## config.mk

```make
export PLATFORM = sky130hd
export DESIGN_NAME = word_alu
export DESIGN_NICKNAME = d
export VERILOG_FILES = /design/src/rtl/word_alu_pkg.sv /design/src/rtl/word_alu_slice.sv /design/src/rtl/word_alu.sv
export SDC_FILE = /design/constraint.sdc
export NUM_CORES = 1
export LEC_CHECK = 0
export CELL_PAD_IN_SITES_DETAIL_PLACEMENT = 1
export CELL_PAD_IN_SITES_GLOBAL_PLACEMENT = 1
export CORE_UTILIZATION = 42
export CTS_BUF_LIST = sky130_fd_sc_hd__clkbuf_4 sky130_fd_sc_hd__clkbuf_8 sky130_fd_sc_hd__clkbuf_16
export CTS_CLUSTER_SIZE = 14
export DETAILED_ROUTE_END_ITERATION = 10
export PLACE_DENSITY = 0.88
export SLEW_MARGIN = 25
export SYNTH_ARGS = -nofsm -noshare
export SYNTH_HDL_FRONTEND = slang
export SYNTH_SLANG_ARGS = --single-unit
```

## constraint.sdc

```tcl
create_clock -name clk_i -period 5.7 [get_ports clk_i]
set_input_delay 0.855 -clock clk_i [delete_from_list [all_inputs] [get_ports clk_i]]
set_output_delay 0.855 -clock clk_i [all_outputs]
set_load 0.05 [all_outputs]
```

## src/rtl/word_alu_pkg.sv

```systemverilog
// rtl/word_alu_pkg.sv - op codes, FSM states and Z8 flag bit indices for the word ALU.
package word_alu_pkg;

  typedef enum logic [3:0] {
    OP_ADD  = 4'd0,  OP_ADC = 4'd1,  OP_SUB = 4'd2,  OP_SBC = 4'd3,
    OP_CP   = 4'd4,  OP_AND = 4'd5,  OP_OR  = 4'd6,  OP_XOR = 4'd7,
    OP_INC  = 4'd8,  OP_DEC = 4'd9,  OP_RLC = 4'd10, OP_RL  = 4'd11,
    OP_RRC  = 4'd12, OP_RR  = 4'd13, OP_SRA = 4'd14, OP_DADD = 4'd15
  } op_e;

  typedef enum logic [1:0] {
    S_IDLE = 2'd0,
    S_RUN  = 2'd1,
    S_DONE = 2'd2
  } state_e;

  // Same bit positions as the byte ALU's flag register.
  localparam int FLAG_C = 7;
  localparam int FLAG_Z = 6;
  localparam int FLAG_S = 5;
  localparam int FLAG_V = 4;
  localparam int FLAG_D = 3;
  localparam int FLAG_H = 2;

  function automatic logic msb_first(input logic [3:0] op);
    return (op == OP_RRC) || (op == OP_RR) || (op == OP_SRA);
  endfunction

endpackage

```

## src/rtl/word_alu_slice.sv

```systemverilog
// rtl/word_alu_slice.sv - combinational 8-bit datapath shared across all bytes of a word op.
// WORD_ALU_DADD_EN enables the packed-BCD add on op 15; otherwise op 15 passes a through.
module word_alu_slice
  import word_alu_pkg::*;
(
  input  logic [7:0] a_i,
  input  logic [7:0] b_i,
  input  logic       c_i,
  input  logic [3:0] op_i,
  output logic [7:0] out_o,
  output logic       c_o,
  output logic       h_o,
  output logic       z_o,
  output logic       v_o
);

  logic [7:0] bb;
  logic [8:0] sum9;
  logic [8:0] dif9;
`ifdef WORD_ALU_DADD_EN
  logic [4:0] lo5;
  logic [4:0] hi5;
  logic       nib_c;
`endif

  always_comb begin
    // INC/DEC reuse the add/subtract path with a zero operand and the chain carry.
    bb    = ((op_i == OP_INC) || (op_i == OP_DEC)) ? 8'h00 : b_i;
    sum9  = {1'b0, a_i} + {1'b0, bb} + {8'b0, c_i};
    dif9  = {1'b0, a_i} - {1'b0, bb} - {8'b0, c_i};
    out_o = a_i;
    c_o   = c_i;
    h_o   = 1'b0;
    v_o   = 1'b0;
`ifdef WORD_ALU_DADD_EN
    lo5   = 5'd0;
    hi5   = 5'd0;
    nib_c = 1'b0;
`endif
    case (op_i)
      OP_ADD, OP_ADC, OP_INC: begin
        out_o = sum9[7:0];
        c_o   = sum9[8];
        h_o   = ({1'b0, a_i[3:0]} + {1'b0, bb[3:0]} + {4'b0, c_i}) > 5'd15;
        v_o   = (a_i[7] == bb[7]) && (sum9[7] != a_i[7]);
      end
      OP_SUB, OP_SBC, OP_CP, OP_DEC: begin
        out_o = dif9[7:0];
        c_o   = dif9[8];
        h_o   = {1'b0, a_i[3:0]} < ({1'b0, bb[3:0]} + {4'b0, c_i});
        v_o   = (a_i[7] != bb[7]) && (dif9[7] != a_i[7]);
      end
      OP_AND: out_o = a_i & b_i;
      OP_OR:  out_o = a_i | b_i;
      OP_XOR: out_o = a_i ^ b_i;
      OP_RLC, OP_RL: begin
        out_o = {a_i[6:0], c_i};
        c_o   = a_i[7];
      end
      OP_RRC, OP_RR, OP_SRA: begin
        out_o = {c_i, a_i[7:1]};
        c_o   = a_i[0];
      end
      OP_DADD: begin
`ifdef WORD_ALU_DADD_EN
        lo5 = {1'b0, a_i[3:0]} + {1'b0, bb[3:0]} + {4'b0, c_i};
        if (lo5 > 5'd9) begin
          lo5   = lo5 + 5'd6;
          nib_c = 1'b1;
        end
        hi5 = {1'b0, a_i[7:4]} + {1'b0, bb[7:4]} + {4'b0, nib_c};
        c_o = hi5 > 5'd9;
        if (c_o) hi5 = hi5 + 5'd6;
        out_o = {hi5[3:0], lo5[3:0]};
        h_o   = nib_c;
`else
        out_o = a_i;
`endif
      end
      default: ;
    endcase
    z_o = (out_o == 8'h00);
  end

endmodule

```

## src/rtl/word_alu.sv

```systemverilog
// rtl/word_alu.sv - byte-serial N-byte ALU with start/busy/done handshake and registered outputs.
// WORD_ALU_DADD_EN selects BCD add for op 15; otherwise op 15 returns a and flags_in unchanged.
module word_alu
  import word_alu_pkg::*;
#(
  parameter int BYTES = 2
) (
  input  logic                 clk_i,
  input  logic                 reset_i,
  input  logic                 start_i,
  input  logic [3:0]           op_i,
  input  logic [8*BYTES-1:0]   a_i,
  input  logic [8*BYTES-1:0]   b_i,
  input  logic [7:0]           flags_in_i,
  output logic                 busy_o,
  output logic                 done_o,
  output logic [8*BYTES-1:0]   result_o,
  output logic [7:0]           flags_out_o
);

  localparam int W  = 8 * BYTES;
  localparam int KW = (BYTES > 1) ? $clog2(BYTES) : 1;
  localparam logic [KW-1:0] K_LAST = KW'(BYTES - 1);

  state_e          state_q, state_d;
  logic [3:0]      op_q;
  logic [W-1:0]    a_q, b_q, w_q, w_d, result_q;
  logic [7:0]      fin_q, flags_q, flags_d;
  logic            c_q, h_q, z_q, c_init;
  logic [KW-1:0]   k_q, idx;
  logic            msb, last, h_now, z_now;
  logic [7:0]      a_byte, b_byte, s_out;
  logic            s_c, s_h, s_z, s_v;

  assign msb    = msb_first(op_q);
  assign idx    = msb ? (K_LAST - k_q) : k_q;
  assign last   = (k_q == K_LAST);
  assign a_byte = a_q[8*int'(idx) +: 8];
  assign b_byte = b_q[8*int'(idx) +: 8];

  word_alu_slice u_slice (
    .a_i   (a_byte),
    .b_i   (b_byte),
    .c_i   (c_q),
    .op_i  (op_q),
    .out_o (s_out),
    .c_o   (s_c),
    .h_o   (s_h),
    .z_o   (s_z),
    .v_o   (s_v)
  );

  always_comb begin
    c_init = 1'b0;
    case (op_i)
      OP_ADC, OP_SBC, OP_RLC, OP_RRC: c_init = flags_in_i[FLAG_C];
      OP_INC, OP_DEC:                 c_init = 1'b1;
      OP_RL, OP_SRA:                  c_init = a_i[W-1];
      OP_RR:                          c_init = a_i[0];
      default:                        c_init = 1'b0;
    endcase
  end

  always_comb begin
    state_d = state_q;
    case (state_q)
      S_IDLE:  if (start_i) state_d = S_RUN;
      S_RUN:   if (last) state_d = S_DONE;
      S_DONE:  state_d = S_IDLE;
      default: state_d = S_IDLE;
    endcase
  end

  always_comb begin
    w_d = w_q;
    // CP only reports flags; the word written back is operand A.
    w_d[8*int'(idx) +: 8] = (op_q == OP_CP) ? a_byte : s_out;
    h_now   = (k_q == '0) ? s_h : h_q;
    z_now   = z_q & s_z;
    flags_d = fin_q;
    flags_d[FLAG_Z] = z_now;
    flags_d[FLAG_S] = msb ? w_d[W-1] : s_out[7];
    case (op_q)
      OP_ADD, OP_ADC, OP_SUB, OP_SBC, OP_CP: begin
        flags_d[FLAG_C] = s_c;
        flags_d[FLAG_V] = s_v;
        flags_d[FLAG_H] = h_now;
        if (op_q != OP_CP) flags_d[FLAG_D] = (op_q == OP_SUB) || (op_q == OP_SBC);
      end
      OP_AND, OP_OR, OP_XOR: flags_d[FLAG_V] = 1'b0;
      OP_INC, OP_DEC:        flags_d[FLAG_V] = s_v;
      OP_RLC, OP_RL, OP_RRC, OP_RR, OP_SRA: flags_d[FLAG_C] = s_c;
      OP_DADD: begin
`ifdef WORD_ALU_DADD_EN
        flags_d[FLAG_C] = s_c;
        flags_d[FLAG_H] = h_now;
        flags_d[FLAG_D] = 1'b0;
`else
        flags_d = fin_q;
`endif
      end
      default: ;
    endcase
  end

  always_ff @(posedge clk_i) begin
    if (reset_i) begin
      state_q  <= S_IDLE;
      op_q     <= 4'd0;
      a_q      <= '0;
      b_q      <= '0;
      w_q      <= '0;
      fin_q    <= 8'h00;
      c_q      <= 1'b0;
      h_q      <= 1'b0;
      z_q      <= 1'b1;
      k_q      <= '0;
      result_q <= '0;
      flags_q  <= 8'h00;
    end else begin
      state_q <= state_d;
      case (state_q)
        S_IDLE: if (start_i) begin
          op_q  <= op_i;
          a_q   <= a_i;
          b_q   <= b_i;
          fin_q <= flags_in_i;
          c_q   <= c_init;
          h_q   <= 1'b0;
          z_q   <= 1'b1;
          k_q   <= '0;
          w_q   <= '0;
        end
        S_RUN: begin
          w_q <= w_d;
          c_q <= s_c;
          z_q <= z_now;
          if (k_q == '0) h_q <= s_h;
          k_q <= k_q + 1'b1;
          if (last) begin
            result_q <= w_d;
            flags_q  <= flags_d;
          end
        end
        default: ;
      endcase
    end
  end

  assign busy_o      = (state_q == S_RUN);
  assign done_o      = (state_q == S_DONE);
  assign result_o    = result_q;
  assign flags_out_o = flags_q;

endmodule

```

==> parameters.txt, run 1 <==
Parameter                              Value

Run status
  Run status ... finished clean

Power and ir drop
  Pleak ... 2.78 nW
  Power density normalized to cell area ... ~270 mW/mm²
  Worst IR Drop VDD ... around 0.17 mV

Synthesis
  Post-synthesis sequential element count ... 90
  Number of enable-type register cells in the synthesized netlist ... 0
  Syn Inst Count ... 815
  Mapped Nets ... approximately 900
  Ys async rst share ... 0%
  Dominant synthesized flop cell ... sky130_fd_sc_hd__dfxtp_1
  Number of distinct library cells after synthesis ... 76
  Post-Synthesis Cell Area ... 0.00622 mm²
  Number of synthesis warnings ... 0
  Register area share after synthesis ... between 20% and 30%
  Average instance area after synthesis ... around 7.6 µm²

Worst setup path
  Slowest cell delay on critical path ... around 0.81 ns
  Element type at the critical path end ... register
  Required time of the critical path ... between 5 and 6 ns
  Maximum fanout along the worst path ... 17
  Critical Path Start Type ... register
  Delay-heaviest family, CP ... compound AO/OA/AOI/OAI gates
  Most used cell, CP ... sky130_fd_sc_hd__nand2_1
  Signal arrival time at the worst endpoint ... 5.08 ns
  Slowest cell on the critical path ... sky130_fd_sc_hd__dfxtp_1
  WS Path Type ... reg2reg
  Buffering stage count on the worst path with inverters included ... 2
  Cell chain of the critical path ... buf_4 -> nand2_1 -> a211o_1 -> nand2_1 -> inv_1 -> fa_1 -> fa_1 -> nand2_1 -> a21oi_1 -> xnor2_1 -> a2111o_1 -> o22ai_1 -> nand4b_1 -> or4_1 -> a211oi_2

GRT
  Number of antenna violations at the first check in global routing ... 0
  Gr ovfl total ... 0
  Wire length of the first global-routing pass ... about 34,000 µm
  Total global routing track utilization ... 28.8%
  Via count of the first global-routing pass ... about 6,300
  Pin count of the biggest net entering global routing ... 83

CTS
  Clk Tree Root Cell ... sky130_fd_sc_hd__clkbuf_16
  Cts-stage hold buffer count ... 0
  Insertion delay to the later sink of the worst-skew pair ... approximately 0.35 ns
  # resized after CTS ... 0
  CTS tree ... yes
  Number of setup buffers added after CTS ... 0
  CTS clk-pin slew, worst paths ... ~0.07 ns
  Number of CTS-inserted buffers ... 9
  Count of clock tree sinks ... 90
  H-tree depth reported by CTS ... 3
  Buffers from clock root to sink, at most ... 2

Floorplan
  Row count ... 44
  Die Outline Area ... roughly 0.015 mm²
  Core footprint ... around 0.014 mm²
  Overall die width ... between 100 and 150 µm
  Boundary pin count ... 73
  Overall die height ... roughly 120 µm
  Starting Density ... a little over two fifths

Finish
  # diodes ... 0
  Fraction of layout cells with a size suffix above 1 ... between 7 and 8%
  Register area ... ~0.0018 mm²
  Commonest non-fill, non-tap cell in the layout ... sky130_fd_sc_hd__nand2_1
  Final std cells w/o fill ... ~1,000
  Area added between synthesis and finish ... 18.2%
  Commonest cells after routing, fill and taps aside ... sky130_fd_sc_hd__nand2_1, sky130_fd_sc_hd__a21oi_1, sky130_fd_sc_hd__dfxtp_1, sky130_fd_sc_hd__clkdlybuf4s50_1
  Combined area of the multi-input logic cells ... 0.00399 mm²
  Filler cell count ... 1,805
  Net count of the finished layout ... around 950

Detailed routing
  Number of vias after detailed routing ... between 6,000 and 7,000
  Number of DRC markers in iteration 0 ... ~570
  Drt wl/cell ... around 20 µm
  Residual DRC count ... 0
  Routed via count divided by cell count ... about 6
  Antenna-violating nets left ... 0
  Pre-antenna DRT Iters ... 5
  Total Routed Length ... 21,400 µm

STA
  Unrepaired setup endpoints after global routing ... false
  Headroom to the max-slew limit ... about 40%
  Worst Skew ... about 0.016 ns
  Count of final setup violators ... 0
  Maximum clock frequency ... approximately 210 MHz
  Final period util ... a little over four fifths
  Setup TNS Final ... 0 ns
  Pins Over Slew Limit ... 0
  Min Clock Period, post-route ... 4.81 ns
  Post-route setup slack ... ~0.9 ns
  Count of final hold-check violations ... 0
  Worst slew pin tran ... 0.893 ns

Place
  Buffers on Ports ... approximately 70
  Setup WS pre-CTS ... between 0.9 and 1 ns
  Detail Placement HPWL ... roughly 15,000 µm
  Final estimated routing congestion in global placement ... slightly above 0.9
  Inst Count DP ... 1,028

Hold path
  Path class of the lowest-slack min-delay path ... reg2reg

Flow run
  Maximum Capacitance Violations ... 0
==> final cells by class <==
class | count | area share, %
multi-input cells | 622 | 54.3
repair buffers | 86 | 11.2
well taps | 184 | 3.13
clock inverters | 6 | 1.31
clock buffers | 10 | 3.17
flip-flops and latches | 90 | 24.5
inverters | 46 | 2.35
==> power by group <==
group	total [mW]	internal [mW]	leakage (nW)	switching, mW
clock	0.661	0.396	0.159	0.266
sequential	0.694	0.663	0.734	0.0316
combinational	0.601	0.223	1.89	0.378
total	1.96	1.28	2.78	0.676
==> worst paths after layout <==
check	end	slack, ns	cells after the start	startpoint
setup / recovery	flags_out_o[6]	0.89	15	k_q
hold / removal	b_q[1]	0.46	2	b_q[1]
setup reg to reg	flags_out_o[6]	0.89	15	k_q
hold reg to reg	b_q[1]	0.46	2	b_q[1]
==> metal layers <==
| metal | global-route usage, % | vias to the layer above | part of all wire [%] |
|---|---|---|---|
| met5 | 0 | - | 0 |
| met4 | 9.19 | 0 | 2.3 |
| met3 | 3.98 | 33 | 5.8 |
| met2 | 47.7 | 262 | 48 |
| met1 | 38.4 | 3082 | 44 |
| li1 | - | 2967 | - |
==> cells by family (layout without fill, tap and decap cells) <==
logic type      Yosys count  count (layout)  synth area share (%)
compound gates          231             231                  24.6
xor+xnor                 12              12                  1.69
fa+ha+maj                47              47                  9.90
buf+inv                 103             148                  7.07
flops                    90              90                  29.0
mux                      23              23                  3.78
simple gates            309             309                  24.0
==> Yosys cell counts, types with 3 or more instances <==
| library cell | n | area (µm²) |
|---|---|---|
| sky130_fd_sc_hd__o21a_1 | 5 | 37.5 |
| sky130_fd_sc_hd__nand4_1 | 8 | 50.1 |
| sky130_fd_sc_hd__clkbuf_1 | 35 | 131 |
| sky130_fd_sc_hd__o22ai_1 | 3 | 18.8 |
| sky130_fd_sc_hd__or3_1 | 5 | 31.3 |
| sky130_fd_sc_hd__nand2_1 | 145 | 544 |
| sky130_fd_sc_hd__buf_2 | 9 | 45.0 |
| sky130_fd_sc_hd__nand2b_1 | 22 | 138 |
| sky130_fd_sc_hd__a211o_1 | 9 | 78.8 |
| sky130_fd_sc_hd__and2_1 | 5 | 31.3 |
| sky130_fd_sc_hd__or3b_2 | 3 | 26.3 |
| sky130_fd_sc_hd__o2111ai_1 | 3 | 26.3 |
| sky130_fd_sc_hd__a311oi_1 | 9 | 78.8 |
| sky130_fd_sc_hd__nor2b_1 | 7 | 43.8 |
| sky130_fd_sc_hd__a22oi_1 | 4 | 30.0 |
| sky130_fd_sc_hd__a211oi_1 | 4 | 30.0 |
| sky130_fd_sc_hd__buf_1 | 3 | 11.3 |
| sky130_fd_sc_hd__fa_1 | 4 | 80.1 |
| sky130_fd_sc_hd__inv_1 | 45 | 169 |
| sky130_fd_sc_hd__o31ai_1 | 4 | 30.0 |
| sky130_fd_sc_hd__a2111o_1 | 3 | 33.8 |
| sky130_fd_sc_hd__dfxtp_1 | 90 | 1800 |
| sky130_fd_sc_hd__nand3b_1 | 12 | 90.1 |
| sky130_fd_sc_hd__a31oi_1 | 8 | 50.1 |
| sky130_fd_sc_hd__nand3_1 | 21 | 105 |
| sky130_fd_sc_hd__mux2_2 | 4 | 45.0 |
| sky130_fd_sc_hd__nand4b_1 | 7 | 61.3 |
| sky130_fd_sc_hd__o21ai_0 | 40 | 200 |
| sky130_fd_sc_hd__nor3_1 | 13 | 65.1 |
| sky130_fd_sc_hd__xnor2_1 | 10 | 87.6 |
| sky130_fd_sc_hd__and3_1 | 3 | 18.8 |
| sky130_fd_sc_hd__o211ai_1 | 9 | 67.6 |
| sky130_fd_sc_hd__a21oi_1 | 96 | 480 |
| sky130_fd_sc_hd__a221oi_1 | 4 | 35.0 |
| sky130_fd_sc_hd__ha_1 | 42 | 526 |
| sky130_fd_sc_hd__mux2i_1 | 19 | 190 |
| sky130_fd_sc_hd__nor2_1 | 45 | 169 |
| sky130_fd_sc_hd__buf_4 | 9 | 67.6 |
| sky130_fd_sc_hd__a21o_1 | 5 | 37.5 |
==> worst register-to-register path: stages (launching register included) <==
cell and delay (ns):
sky130_fd_sc_hd__dfxtp_1 0.81, sky130_fd_sc_hd__buf_4 0.37, sky130_fd_sc_hd__nand2_1 0.10, sky130_fd_sc_hd__a211o_1 0.29, sky130_fd_sc_hd__nand2_1 0.18, sky130_fd_sc_hd__inv_1 0.17
sky130_fd_sc_hd__fa_1 0.46, sky130_fd_sc_hd__fa_1 0.46, sky130_fd_sc_hd__nand2_1 0.16, sky130_fd_sc_hd__a21oi_1 0.10, sky130_fd_sc_hd__xnor2_1 0.14, sky130_fd_sc_hd__a2111o_1 0.40
sky130_fd_sc_hd__o22ai_1 0.25, sky130_fd_sc_hd__nand4b_1 0.17, sky130_fd_sc_hd__or4_1 0.50, sky130_fd_sc_hd__a211oi_2 0.18
==> state kept, by name, indices dropped and copies added (netlist names) <==
register,count
a_q,16
b_q,16
result_o,16
w_q,16
fin_q,8
flags_out_o,8
op_q,4
state_q,2
c_q,1
h_q,1
k_q,1
z_q,1
==> per-stage QoR <==
stage	hold WS (ns)	util [%]	area [µm²]	power (mW)
floorplan	0.431	-	6220	1.10
global placement	0.442	48.5	7020	1.27
detailed placement	0.445	48.5	7020	1.29
CTS	0.465	50.7	7350	1.95
global route	0.484	50.7	7350	2.04
finish	0.460	50.7	7350	1.96
(Power assumes the default switching activity.)
==> inputs of run 2 (changes only) <==
==> constraint.sdc (replaced) <==
create_clock -name clk_i -period 5.05 [get_ports clk_i]
set_input_delay 0.7575 -clock clk_i [delete_from_list [all_inputs] [get_ports clk_i]]
set_output_delay 0.7575 -clock clk_i [all_outputs]
set_load 0.05 [all_outputs]
==> run 2 against run 1 <==
- final cell count hardly changed
- utilization fell by 0.26 points
- register-to-register slack got worse by 0.59 ns
- global-route usage grew 0.63 points
- first-iteration DRC count is 11% lower
- hold slack worse by 0.0030 ns
- die area did not move
- critical path depth is the same
- clock power down 2%
- via count down 0.95%
- largest cell class unchanged
==> parameters.txt, run 2 (synthesized netlist as in run 1, its figures left out) <==
Parameter                              Value

Power and ir drop
  Part of the total power dissipated in sequential elements ... a little under two fifths
  Sw frac ... a little over a third
  Comb power frac ... between 30% and 40%
  Part of the total power dissipated in the clock network ... a little under a third
  Switching power summed over all nets ... about 0.76 mW
  Worst IR Drop VDD ... 0.191 mV
  Total chip power ... between 2 and 2.5 mW
  Power density normalized to cell area ... ~290 mW/mm²
  Internal power contribution ... approximately 1.3 mW
  Pleak ... about 2.8 nW

Floorplan
  Core footprint ... approximately 0.014 mm²
  Overall die width ... 124 µm
  Starting Density ... a little over two fifths
  Overall die height ... 124 µm
  Die Outline Area ... ~0.015 mm²
  Boundary pin count ... 73
  Row count ... 44

Place
  Final estimated routing congestion in global placement ... about 0.95
  Buffers on Ports ... a little over 70
  Detail Placement HPWL ... ~16,000 µm
  Inst Count DP ... 1,029

GRT
  Total global routing track utilization ... 29.4%
  Wire length of the first global-routing pass ... 34,200 µm
  Gr ovfl total ... 0
  Number of antenna violations at the first check in global routing ... 0
  Pin count of the biggest net entering global routing ... 68
  Via count of the first global-routing pass ... between 6,000 and 7,000

CTS
  Count of clock tree sinks ... 90
  Insertion delay to the later sink of the worst-skew pair ... between 0.3 and 0.4 ns
  CTS tree ... yes
  Buffers from clock root to sink, at most ... 2
  Number of CTS-inserted buffers ... 9
  Clk Tree Root Cell ... sky130_fd_sc_hd__clkbuf_16
  H-tree depth reported by CTS ... 3
  Cts-stage hold buffer count ... 0
  # resized after CTS ... 0
  CTS clk-pin slew, worst paths ... 0.07 ns
  Number of setup buffers added after CTS ... 0

Finish
  Register area ... 0.00180 mm²
  Combined area of the multi-input logic cells ... approximately 0.004 mm²
  Fin util ... between 50% and 60%
  Filler cell count ... 1,741
  Fraction of layout cells with a size suffix above 1 ... 7.20%
  Commonest cells after routing, fill and taps aside ... sky130_fd_sc_hd__nand2_1, sky130_fd_sc_hd__a21oi_1, sky130_fd_sc_hd__dfxtp_1, sky130_fd_sc_hd__clkdlybuf4s50_1
  # diodes ... 0
  Net count of the finished layout ... 949
  Area added between synthesis and finish ... 17.6%
  Final std cells w/o fill ... 1,045
  Commonest non-fill, non-tap cell in the layout ... sky130_fd_sc_hd__nand2_1

Detailed routing
  Routed via count divided by cell count ... ~6
  Antenna-violating nets left ... 0
  Drt wl/cell ... slightly above 20 µm
  Number of DRC markers in iteration 0 ... roughly 500
  Total Routed Length ... 21,500 µm
  Pre-antenna DRT Iters ... 5
  Residual DRC count ... 0
  Number of vias after detailed routing ... 6,284

Flow run
  Maximum Capacitance Violations ... 0

Worst setup path
  Signal arrival time at the worst endpoint ... 5.02 ns
  Maximum fanout along the worst path ... 22
  WS Path Type ... reg2reg
  Cell chain of the critical path ... buf_4 -> mux2i_1 -> nor3_1 -> nor2_1 -> inv_1 -> ha_1 -> ha_1 -> and2_1 -> a21o_1 -> a21oi_1 -> a21oi_1 -> nor4b_2 -> a21oi_2 -> or4_1 -> a211oi_2
  Required time of the critical path ... between 5 and 6 ns
  Element type at the critical path end ... register
  Critical Path Start Type ... register
  Slowest cell on the critical path ... sky130_fd_sc_hd__dfxtp_1
  Slowest cell delay on critical path ... approximately 0.71 ns

STA
  Unrepaired setup endpoints after global routing ... false
  Worst Skew ... ~0.012 ns
  Headroom to the max-slew limit ... between 30% and 40%
  Min Clock Period, post-route ... 4.76 ns
  Final period util ... 94.2%
  Pins Over Slew Limit ... 0
  Setup TNS Final ... 0 ns
  Hold slack final ... 0.457 ns
  Worst slew pin tran ... between 0.9 and 1 ns
  Count of final setup violators ... 0
  Count of final hold-check violations ... 0
  Maximum clock frequency ... roughly 210 MHz

Hold path
  Path class of the lowest-slack min-delay path ... reg2reg

Run status
  Run status ... finished clean
==> run 2: cell count changes in the layout (fill, tap and decap cells not counted), sizes merged <==
cell | previous run | this run
inv | 49 | 48
clkinv | 0 | 1
clkinvlp | 1 | 3
bufinv | 2 | 0
buf | 15 | 16
==> run 2: final timing paths <==
kind                from             end  slack [ns]  cells after the start
max                  k_q  flags_out_o[6]        0.29                     15
min          result_o[8]     result_o[8]        0.46                      2
min reg2reg  result_o[8]     result_o[8]        0.46                      2
max reg2reg          k_q  flags_out_o[6]        0.29                     15
==> run 2: critical path, delay by kind of cell (launching register included) <==
kind	cells	cell delay, ns
buf+inv	2	0.56
flops	1	0.71
mux	1	0.22
fa+ha+maj	2	0.74
simple gates	5	1.53
compound gates	5	0.90
==> run 2: layer usage <==
metal	track usage [%]	vias to the layer above	part of all wire, %
met2	48.4	210	47
met4	10.9	0	3.0
met1	39.1	3080	45
li1	-	2952	-
met5	0	-	0
met3	3.98	42	5.3
==> run 2: power by group through the flow <==
stage	Sequential, mW	Combinational, mW	Clock, mW
finish	0.785	0.673	0.651
global route	0.788	0.732	0.687
CTS	0.784	0.665	0.654
detailed placement	0.799	0.656	0
global placement	0.797	0.640	0
floorplan	0.798	0.447	0
==> run 2: final cells by class <==
| class | instances | area share [%] |
|---|---|---|
| repair buffers | 87 | 11.3 |
| inverters | 46 | 2.36 |
| flip-flops and latches | 90 | 24.7 |
| clock inverters | 6 | 0.702 |
| clock buffers | 10 | 3.18 |
| multi-input cells | 622 | 54.6 |
| well taps | 184 | 3.15 |
==> run 2: stage by stage <==
step | cell area [µm²] | setup slack [ns]
final | 7310 | 0.292
after global routing | 7310 | 0.0427
after CTS | 7310 | 0.334
after detailed placement | 7020 | 0.392
after global placement | 7020 | 0.474
after floorplan | 6220 | 0.535
==> inputs of run 3 (changes only) <==
--- a/config.mk
+++ b/config.mk
@@ -11,6 +11,7 @@
 export CTS_BUF_LIST = sky130_fd_sc_hd__clkbuf_4 sky130_fd_sc_hd__clkbuf_8 sky130_fd_sc_hd__clkbuf_16
 export CTS_CLUSTER_SIZE = 14
 export DETAILED_ROUTE_END_ITERATION = 10
+export HOLD_SLACK_MARGIN = 0.12
 export PLACE_DENSITY = 0.88
 export SLEW_MARGIN = 25
 export SYNTH_ARGS = -nofsm -noshare
==> results of run 3 <==
The final DEF is identical to that of run 2; final timing and power are the same.
